===== config.mk =====
export PLATFORM = sky130hd
export DESIGN_NAME = hs_burst_ctrl_flat
export DESIGN_NICKNAME = d
export VERILOG_FILES = /design/src/rtl/hs_ctrl_pkg.sv /design/src/rtl/hs_burst_ctrl_if.sv /design/src/rtl/hs_phase_timer.sv /design/src/rtl/hs_burst_ctrl.sv /design/src/flat_wrapper.sv
export SDC_FILE = /design/constraint.sdc
export NUM_CORES = 1
export LEC_CHECK = 0
export CAP_MARGIN = 40
export CORE_UTILIZATION = 42
export CTS_CLUSTER_SIZE = 12
export DETAILED_ROUTE_END_ITERATION = 10
export MAX_ROUTING_LAYER = met4
export PLACE_DENSITY_LB_ADDON = 0.1
export SLEW_MARGIN = 20
export SYNTH_ARGS = -nofsm -noshare
export SYNTH_HDL_FRONTEND = slang
export SYNTH_SLANG_ARGS = --single-unit

===== constraint.sdc =====
create_clock -name SymClk -period 1.8 [get_ports SymClk]
set_input_delay 0.36 -clock SymClk [delete_from_list [all_inputs] [get_ports SymClk]]
set_output_delay 0.36 -clock SymClk [all_outputs]
set_load 0.005 [all_outputs]

===== src/rtl/hs_ctrl_pkg.sv =====
// hs_ctrl_pkg: burst states, symbol-mux select codes and the per-state output decode.
package hs_ctrl_pkg;
  typedef enum logic [2:0] {IDLE, PREPARE, PREAMBLE, SYNC, DATA, POST} state_t;
  localparam logic [1:0] SEL_LP = 2'b00;
  localparam logic [1:0] SEL_SEQ = 2'b01;
  localparam logic [1:0] SEL_DATA = 2'b10;
  typedef struct packed {
    logic seq_en;
    logic sync;
    logic post;
    logic drv_en;
    logic [1:0] sel;
    logic ready;
  } out_t;
  function automatic out_t decode(state_t s);
    logic seq;
    seq = s inside {PREAMBLE, SYNC, POST};
    return '{seq_en: seq, sync: s == SYNC, post: s == POST, drv_en: s != IDLE,
             sel: s == DATA ? SEL_DATA : seq ? SEL_SEQ : SEL_LP, ready: s == DATA};
  endfunction
endpackage


===== src/rtl/hs_burst_ctrl_if.sv =====
// hs_burst_ctrl_if: PPI request/data handshake plus HS_Sequencer control and status.
interface hs_burst_ctrl_if;
  logic TxRequestHS, TxWordValid, Pre_Done, Sync_Done, Post_Done;
  logic Sequencer_En, Sync, Post, HS_Drv_En, TxReadyHS, Burst_Err;
  logic [1:0] TxSymSel;
  modport master (
    output TxRequestHS, TxWordValid, Pre_Done, Sync_Done, Post_Done,
    input Sequencer_En, Sync, Post, HS_Drv_En, TxSymSel, TxReadyHS, Burst_Err
  );
  modport slave (
    input TxRequestHS, TxWordValid, Pre_Done, Sync_Done, Post_Done,
    output Sequencer_En, Sync, Post, HS_Drv_En, TxSymSel, TxReadyHS, Burst_Err
  );
endinterface


===== src/rtl/hs_phase_timer.sv =====
// hs_phase_timer: per-phase cycle counter with prepare-length and watchdog compares.
module hs_phase_timer #(
  parameter int PREP_CYCLES = 4,
  parameter int TIMEOUT = 32
) (
  input logic SymClk,
  input logic reset,
  input logic clr,
  input logic en,
  output logic prep_done,
  output logic expired
);
  localparam int CW = $clog2((PREP_CYCLES > TIMEOUT ? PREP_CYCLES : TIMEOUT) + 1);
  logic [CW-1:0] cnt;
  always_ff @(posedge SymClk or negedge reset)
    if (!reset) cnt <= '0;
    else cnt <= clr ? '0 : cnt + CW'(en);
  // flags fire on the last cycle of the window so the state change lands exactly on the limit
  assign prep_done = cnt == CW'(PREP_CYCLES - 1);
  assign expired = cnt == CW'(TIMEOUT - 1);
endmodule


===== src/rtl/hs_burst_ctrl.sv =====
// hs_burst_ctrl: C-PHY HS transmit burst sequencing with periodic sync re-insertion
// and a watchdog over every HS_Sequencer phase.
module hs_burst_ctrl
  import hs_ctrl_pkg::*;
#(
  parameter int PREP_CYCLES = 4,
  parameter int SYNC_INTERVAL = 0,
  parameter int TIMEOUT = 32
) (
  input logic SymClk,
  input logic reset,
  hs_burst_ctrl_if.slave bus
);
  localparam int WW = SYNC_INTERVAL == 0 ? 1 : $clog2(SYNC_INTERVAL + 1);
  localparam logic [WW-1:0] WLAST = WW'(SYNC_INTERVAL == 0 ? 0 : SYNC_INTERVAL - 1);
  state_t state, nxt;
  logic [WW-1:0] words;
  logic prep_done, expired, seq_phase, done, timeout, acc, resync;
  assign seq_phase = state inside {PREAMBLE, SYNC, POST};
  assign done = state == PREAMBLE ? bus.Pre_Done :
                state == SYNC ? bus.Sync_Done : (state == POST) && bus.Post_Done;
  assign timeout = seq_phase && !done && expired;
  assign acc = bus.TxReadyHS && bus.TxWordValid;
  assign resync = SYNC_INTERVAL != 0 && acc && words == WLAST;
  always_comb
    nxt = timeout ? IDLE :
          state == IDLE ? (bus.TxRequestHS ? PREPARE : IDLE) :
          state == PREPARE ? (prep_done ? PREAMBLE : PREPARE) :
          state == PREAMBLE ? (bus.Pre_Done ? SYNC : PREAMBLE) :
          state == SYNC ? (bus.Sync_Done ? DATA : SYNC) :
          state == DATA ? (!bus.TxRequestHS ? POST : resync ? SYNC : DATA) :
          bus.Post_Done ? IDLE : POST;
  hs_phase_timer #(.PREP_CYCLES(PREP_CYCLES), .TIMEOUT(TIMEOUT)) u_timer (
    .SymClk(SymClk),
    .reset(reset),
    .clr(nxt != state),
    .en(state == PREPARE || seq_phase),
    .prep_done(prep_done),
    .expired(expired)
  );
  // outputs are decoded from the next state so they line up with the registered state
  always_ff @(posedge SymClk or negedge reset)
    if (!reset) begin
      state <= IDLE;
      words <= '0;
      bus.Burst_Err <= 1'b0;
      {bus.Sequencer_En, bus.Sync, bus.Post, bus.HS_Drv_En, bus.TxSymSel, bus.TxReadyHS} <= '0;
    end else begin
      state <= nxt;
      words <= state != DATA ? '0 : words + WW'(acc && SYNC_INTERVAL != 0);
      bus.Burst_Err <= timeout;
      {bus.Sequencer_En, bus.Sync, bus.Post, bus.HS_Drv_En, bus.TxSymSel, bus.TxReadyHS} <= decode(nxt);
    end
endmodule

===== src/flat_wrapper.sv =====
// flat-port wrapper written by rule: the top's interface ports become plain ports
module hs_burst_ctrl_flat import hs_ctrl_pkg::*;
#(
  parameter int PREP_CYCLES = 4,
  parameter int SYNC_INTERVAL = 0,
  parameter int TIMEOUT = 32
)
  (SymClk, reset, bus_TxRequestHS, bus_TxWordValid, bus_Pre_Done, bus_Sync_Done, bus_Post_Done, bus_Sequencer_En, bus_Sync, bus_Post, bus_HS_Drv_En, bus_TxSymSel, bus_TxReadyHS, bus_Burst_Err);
  hs_burst_ctrl_if bus_i ();
  input logic SymClk;
  input logic reset;
  input wire logic [$bits(bus_i.TxRequestHS)-1:0] bus_TxRequestHS;
  input wire logic [$bits(bus_i.TxWordValid)-1:0] bus_TxWordValid;
  input wire logic [$bits(bus_i.Pre_Done)-1:0] bus_Pre_Done;
  input wire logic [$bits(bus_i.Sync_Done)-1:0] bus_Sync_Done;
  input wire logic [$bits(bus_i.Post_Done)-1:0] bus_Post_Done;
  output wire logic [$bits(bus_i.Sequencer_En)-1:0] bus_Sequencer_En;
  output wire logic [$bits(bus_i.Sync)-1:0] bus_Sync;
  output wire logic [$bits(bus_i.Post)-1:0] bus_Post;
  output wire logic [$bits(bus_i.HS_Drv_En)-1:0] bus_HS_Drv_En;
  output wire logic [$bits(bus_i.TxSymSel)-1:0] bus_TxSymSel;
  output wire logic [$bits(bus_i.TxReadyHS)-1:0] bus_TxReadyHS;
  output wire logic [$bits(bus_i.Burst_Err)-1:0] bus_Burst_Err;
  assign bus_i.TxRequestHS = bus_TxRequestHS;
  assign bus_i.TxWordValid = bus_TxWordValid;
  assign bus_i.Pre_Done = bus_Pre_Done;
  assign bus_i.Sync_Done = bus_Sync_Done;
  assign bus_i.Post_Done = bus_Post_Done;
  assign bus_Sequencer_En = bus_i.Sequencer_En;
  assign bus_Sync = bus_i.Sync;
  assign bus_Post = bus_i.Post;
  assign bus_HS_Drv_En = bus_i.HS_Drv_En;
  assign bus_TxSymSel = bus_i.TxSymSel;
  assign bus_TxReadyHS = bus_i.TxReadyHS;
  assign bus_Burst_Err = bus_i.Burst_Err;
  hs_burst_ctrl #(.PREP_CYCLES(PREP_CYCLES), .SYNC_INTERVAL(SYNC_INTERVAL), .TIMEOUT(TIMEOUT)) u_core (.SymClk(SymClk), .reset(reset), .bus(bus_i));
endmodule

==> results of run 1 <==
[worst register-to-register path, stage by stage, from the launching register on]
cell and delay (ns):
dfrtp_2 0.48, nor2b_4 0.15, o311ai_2 0.26, o311ai_2 0.17
a32o_2 0.35, nor3b_1 0.21
[registers in the layout, indices dropped and copies added (netlist names)]
signal and count:
u_core.state 3, u_core.bus.Sequencer_En 1, u_core.bus.HS_Drv_En 1, u_core.bus.Sync 1, u_core.bus.Post 1, u_core.bus.TxSymSel 1, u_core.u_timer.cnt 6, u_core.bus.TxReadyHS 1
u_core.bus.Burst_Err 1
[logic make-up after synthesis]
| kind of cell | after synthesis | synth area share [%] |
|---|---|---|
| and+or+nand+nor | 30 | 20.3 |
| DFF | 16 | 48.9 |
| AOI/OAI and AO/OA | 14 | 14.7 |
| buffers and inverters | 10 | 6.42 |
| xor gates and xnor gates | 5 | 5.35 |
| adders and majority gates | 2 | 3.06 |
| muxes | 1 | 1.22 |
[worst min path at each step]
stage	to	depth (start not counted)	start	slack, ns
CTS	u_core.state[0]	2	reset	0.39
global route	u_core.bus.TxSymSel[0]	2	reset	0.40
global placement	u_core.u_timer.cnt[5]	2	u_core.u_timer.cnt[5]	0.54
finish	u_core.state[0]	2	reset	0.39
floorplan	u_core.bus.Burst_Err	0	reset	0.06
detailed placement	u_core.u_timer.cnt[5]	2	u_core.u_timer.cnt[5]	0.54
[synthesized netlist by cell type, types with 2 or more instances]
| library cell | instances |
|---|---|
| dfrtp_1 | 16 |
| inv_1 | 6 |
| nand2_1 | 6 |
| nor2_1 | 5 |
| nand3_1 | 4 |
| nor3_1 | 4 |
| o21ai_0 | 3 |
| xor2_1 | 3 |
| a21oi_1 | 2 |
| ha_1 | 2 |
| nand3b_1 | 2 |
| nor2b_1 | 2 |
| nor3b_1 | 2 |
| nor4_1 | 2 |
| xnor2_1 | 2 |
[area by class of cell]
cell class | instances | area share, %
tap | 25 | 2.93
clock buffer | 3 | 2.11
timing repair buffer | 21 | 18.1
sequential | 16 | 37.6
multi-input combinational | 52 | 37.2
inverter | 6 | 2.11
[routing by layer]
layer | vias to the layer above | wire, microns
li1 | 318 | -
met1 | 301 | 741
met2 | 7 | 755
met3 | 2 | 46
met4 | 0 | 12
met5 | - | 0
[report_power, final]
group | total [mW] | switching (mW) | internal, mW | leakage (nW)
registers | 0.597 | 0.114 | 0.483 | 0.210
clock network | 0.175 | 0.0978 | 0.0773 | 0.0138
logic | 0.832 | 0.419 | 0.413 | 0.270
[placed cells by master, fill, tap and decap left out, types with 2 or more instances in the layout]
master,instances
clkdlybuf4s50_1,12
ha_1,2
xnor2_1,2
nor3b_1,2
nand3b_1,2
xor2_1,3
nor2_1,5
inv_1,6
nor3_1,2
clkbuf_4,3
a21oi_1,2
o311ai_2,2
nand3_1,4
nor3_2,2
nor4_1,2
buf_4,8
dfrtp_1,15
nand2_1,5
nor2b_1,2
o21ai_0,3
[metrics by stage]
stage	instances	setup TNS, ns	power (mW)	cell area, sq um
floorplan	78	0	1.12	818
global placement	120	-2.52	1.37	1010
detailed placement	120	-2.33	1.39	1010
CTS	123	0	1.57	1030
global route	123	-0.0429	1.75	1070
finish	123	0	1.60	1070
==> reports/metrics.csv, run 1 <==
metric,value,unit
Overall Global Routing Usage,17.5,%
post-synthesis register bit count,16,
crit-path max FO,6,
critical path's top delay family,simple AND/OR/NAND/NOR gates,
FF-to-FF setup slack,0.08,ns
"Setup Fix Bufs, Post-CTS",0,
cts repair resizes,0,
final setup vio count,0,
Critical Path Start,bus_Post_Done,
hold crit path type,input port to async pin,
GP Congestion,0.813,
port bufs,13,
crit-path cells,clkdlybuf4s50_1 -> nor4bb_1 -> a31o_1 -> nand2_2 -> a32o_2 -> nor3b_1,
"Hold Violations, Final",0,
DP HPWL,1180,microns
CP required,1.98,ns
fill cell count,165,
worst r2r src,u_core.state[0],
Starting Density,45.9,%
met1 usage,22.9,%
post-synth top area cell,dfrtp_1,
Yosys warnings,0,
Detailed Routing Iterations Pass 1,3,
Worst Setup End Kind,flip-flop,
Worst Setup Path Type,input port to flip-flop,
Place WS,-0.228,ns
fin util,59.9,%
io pins,15,
CTS Root Cell,clkbuf_4,
global-route wire length before repair,2480,microns
CP endpoint,u_core.u_timer.cnt[0],
# DRC,0,
"FFs w/ async S/R, synth",100,%
Setup WS post-layout,0.0564,ns
synthesized area,818,sq um
share of layout cells above drive strength 1,21.4,%
slowest cell delay on critical path,0.44,ns
buffer and inverter count on the worst path,1,
Die X,46.1,microns
initial antenna violation count,0,
Max Cap Viol,0,
top post-synthesis cells by area,"dfrtp_1, xor2_1, ha_1",
RSZ-0062 raised after global routing,yes,
hold-fix buffers at CTS,0,
Avg Inst Size Synth,10.5,sq um
number of buffers on the longest clock path,2,
Fmax,574,MHz
Power Density,1500,nW/um^2
number of synthesized flops with an enable pin,0,
vias per cell,5.11,
Core ar.,1780,sq um
critical path launch point type,input port,
final critical-path required period,1.74,ns
P_leak,0.494,nW
wire per inst,12.6,microns
Synth cell types,32,
Slew HR,79.0,%
number of DRC markers in iteration 0,1,
post-synth top area share,48.9,%
GRT overflow,0,
largest net degree at the start of global routing,17,
H-tree level count,1,
Worst-Margin Slew,0.314,ns
R2R depth,5,
Worst path slowest cell,clkdlybuf4s50_1,
Post-Route WL,1560,microns
Worst-path clk slew,0.09,ns
# clock sinks,16,
Via Count,628,
Multi-input gate area,397,sq um
sequential cell area,402,sq um
vias in the first global route,564,
ys flop type,dfrtp_1,
gr busiest metal,met2,
Worst-Skew Late Latency,0.27,ns
Die H,46.1,microns
maximum VDD drop,0.886,mV
Post-Syn Instances,78,
status,finished clean,
Pins Over Slew Limit,0,
ANT nets after route,0,
period utilization,96.9,%
reg2reg end,u_core.u_timer.cnt[0],
Post-Route Skew,0.00455,ns
area grow syn2layout,30.4,%
Die Footprint,2130,sq um
sequential area share after synthesis,48.9,%
CP Depth,6,
GR Layer Usage met2,25.9,%
Min Hold Slack,0.389,ns
Critical Path AT,1.92,ns
Final nets,109,
met3 usage,4.31,%
cts bufs inserted,3,
number of diodes,0,
CTS tree,built,
Synth Net Count,87,
site row count,15,
(Power assumes the default switching activity.)
==> run 2: changes to the inputs <==
--- a/config.mk
+++ b/config.mk
@@ -10,8 +10,8 @@
 export CTS_CLUSTER_SIZE = 12
 export DETAILED_ROUTE_END_ITERATION = 10
 export MAX_ROUTING_LAYER = met4
-export PLACE_DENSITY_LB_ADDON = 0.1
-export SLEW_MARGIN = 20
+export PLACE_DENSITY = 0.66
+export SLEW_MARGIN = 5
 export SYNTH_ARGS = -nofsm -noshare
 export SYNTH_HDL_FRONTEND = slang
 export SYNTH_SLANG_ARGS = --single-unit
==> run 2 against run 1 <==
  * First-iteration DRC count grew to 17 times the previous value
  * Clock power up 36%
  * Critical path depth down 1
  * Cell count is 1.6% higher
  * Register-to-register slack worse by 0.02 ns
  * Non-clock buffer count up 1
  * Core utilization rose by 1.8 points
  * Final area rose by 2.9%
  * Critical path type is now flip-flop to flip-flop
  * Largest power group unchanged
  * Highest routed layer unchanged
==> reports/metrics.csv, run 2 (synthesis results as in run 1) <==
metric,value,unit
Multi-input gate area,404,sq um
Critical Path Start,u_core.state[0],
DP HPWL,1150,microns
Overall Global Routing Usage,16.8,%
Post-Route Skew,0.00294,ns
hold crit path type,input port to async pin,
status,finished clean,
final setup vio count,0,
CTS Root Cell,clkbuf_4,
# DRC,0,
Die X,46.1,microns
cts bufs inserted,3,
number of diodes,0,
Worst Setup End Kind,flip-flop,
GR Layer Usage met2,23.1,%
gr busiest metal,met1,
Fmax,576,MHz
number of buffers on the longest clock path,2,
Worst Setup Path Type,flip-flop to flip-flop,
Max Cap Viol,0,
GRT overflow,0,
Critical Path AT,1.94,ns
Final nets,110,
Reg with most FFs,u_core.u_timer.cnt,
Final Instance Count excl. Fillers,125,
final critical-path required period,1.74,ns
Worst-Skew Late Latency,0.28,ns
Setup WS post-layout,0.0639,ns
vias per cell,5.06,
largest net degree at the start of global routing,17,
Min Hold Slack,0.377,ns
Worst-path clk slew,0.10,ns
final instance area,1100,sq um
crit-path max FO,10,
fin util,61.6,%
Place WS,-0.260,ns
number of DRC markers in iteration 0,17,
Pins Over Slew Limit,0,
CTS tree,built,
vias in the first global route,535,
Top Registers,"u_core.u_timer.cnt: 6 flops, u_core.state: 3 flops",
Post-Route WL,1580,microns
wire per inst,12.7,microns
cts repair resizes,0,
area grow syn2layout,34.3,%
share of layout cells above drive strength 1,26.0,%
# clock sinks,16,
Via Count,632,
Cells after DPL,121,
site row count,15,
"Setup Fix Bufs, Post-CTS",0,
Starting Density,45.9,%
Total Power,1.68,mW
Worst-Margin Slew,0.352,ns
"Hold Violations, Final",0,
global-route wire length before repair,2390,microns
critical path launch point type,flip-flop,
met1 usage,23.8,%
met3 usage,2.35,%
placed instance area,1020,sq um
Slew HR,76.5,%
maximum VDD drop,0.761,mV
sequential cell area,404,sq um
setup_tns,0,ns
Core ar.,1780,sq um
Die Footprint,2130,sq um
most frequent cells in the layout,"dfrtp_1, clkdlybuf4s50_1, buf_4",
period utilization,96.5,%
io pins,15,
port bufs,13,
P_leak,0.500,nW
fill cell count,157,
hold-fix buffers at CTS,0,
Die H,46.1,microns
"commonest non-fill, non-tap cell in the layout",dfrtp_1,
ANT nets after route,0,
worst r2r src,u_core.state[0],
RSZ-0062 raised after global routing,yes,
CP required,2.00,ns
GP Congestion,0.925,
initial antenna violation count,0,
H-tree level count,1,
Detailed Routing Iterations Pass 1,4,
max FFs per register,6,
Power Density,1530,nW/um^2
## run 2: where the power goes
part	switching [mW]	internal (mW)	leakage, nW
logic	0.424	0.416	0.272
registers	0.118	0.487	0.207
clock network	0.115	0.123	0.0210
## run 2: cell type report
cell class              instances  area share, %
multi-input cells              52           36.8
inverters                       6           2.05
clock buffers                   4           3.30
repair buffers                 22           18.2
flip-flops and latches         16           36.8
well taps                      25           2.85
## run 2: final timing paths
path,endpoint,slack [ns],cells past startpoint
max in group asynchronous,u_core.state[2],1.23,2
worst min register to register,u_core.u_timer.cnt[5],0.56,2
worst max register to register,u_core.u_timer.cnt[0],0.06,5
min in group SymClk,u_core.u_timer.cnt[5],0.56,2
worst max-delay path,u_core.u_timer.cnt[0],0.06,5
worst min-delay path,u_core.state[1],0.38,2
## run 2: critical path: stages (launching register included)
cell and delay, ns:
dfrtp_2 0.48, nor2b_4 0.15, o311ai_2 0.29, o311ai_2 0.19
a32o_2 0.35, nor3b_1 0.19
## run 2: metal layers
| layer | vias to the layer above | share of wire, % |
|---|---|---|
| li1 | 317 | - |
| met4 | 0 | 0.76 |
| met1 | 300 | 48 |
| met5 | - | 0 |
| met2 | 13 | 47 |
| met3 | 2 | 4.0 |
==> run 3: changes to the inputs <==
--- a/config.mk
+++ b/config.mk
@@ -11,7 +11,7 @@
 export DETAILED_ROUTE_END_ITERATION = 10
 export MAX_ROUTING_LAYER = met4
 export PLACE_DENSITY = 0.66
-export SLEW_MARGIN = 5
+export SLEW_MARGIN = 20
 export SYNTH_ARGS = -nofsm -noshare
 export SYNTH_HDL_FRONTEND = slang
 export SYNTH_SLANG_ARGS = --single-unit
==> results of run 3 <==
No change in the layout: final DEF, timing and power equal those of run 2.
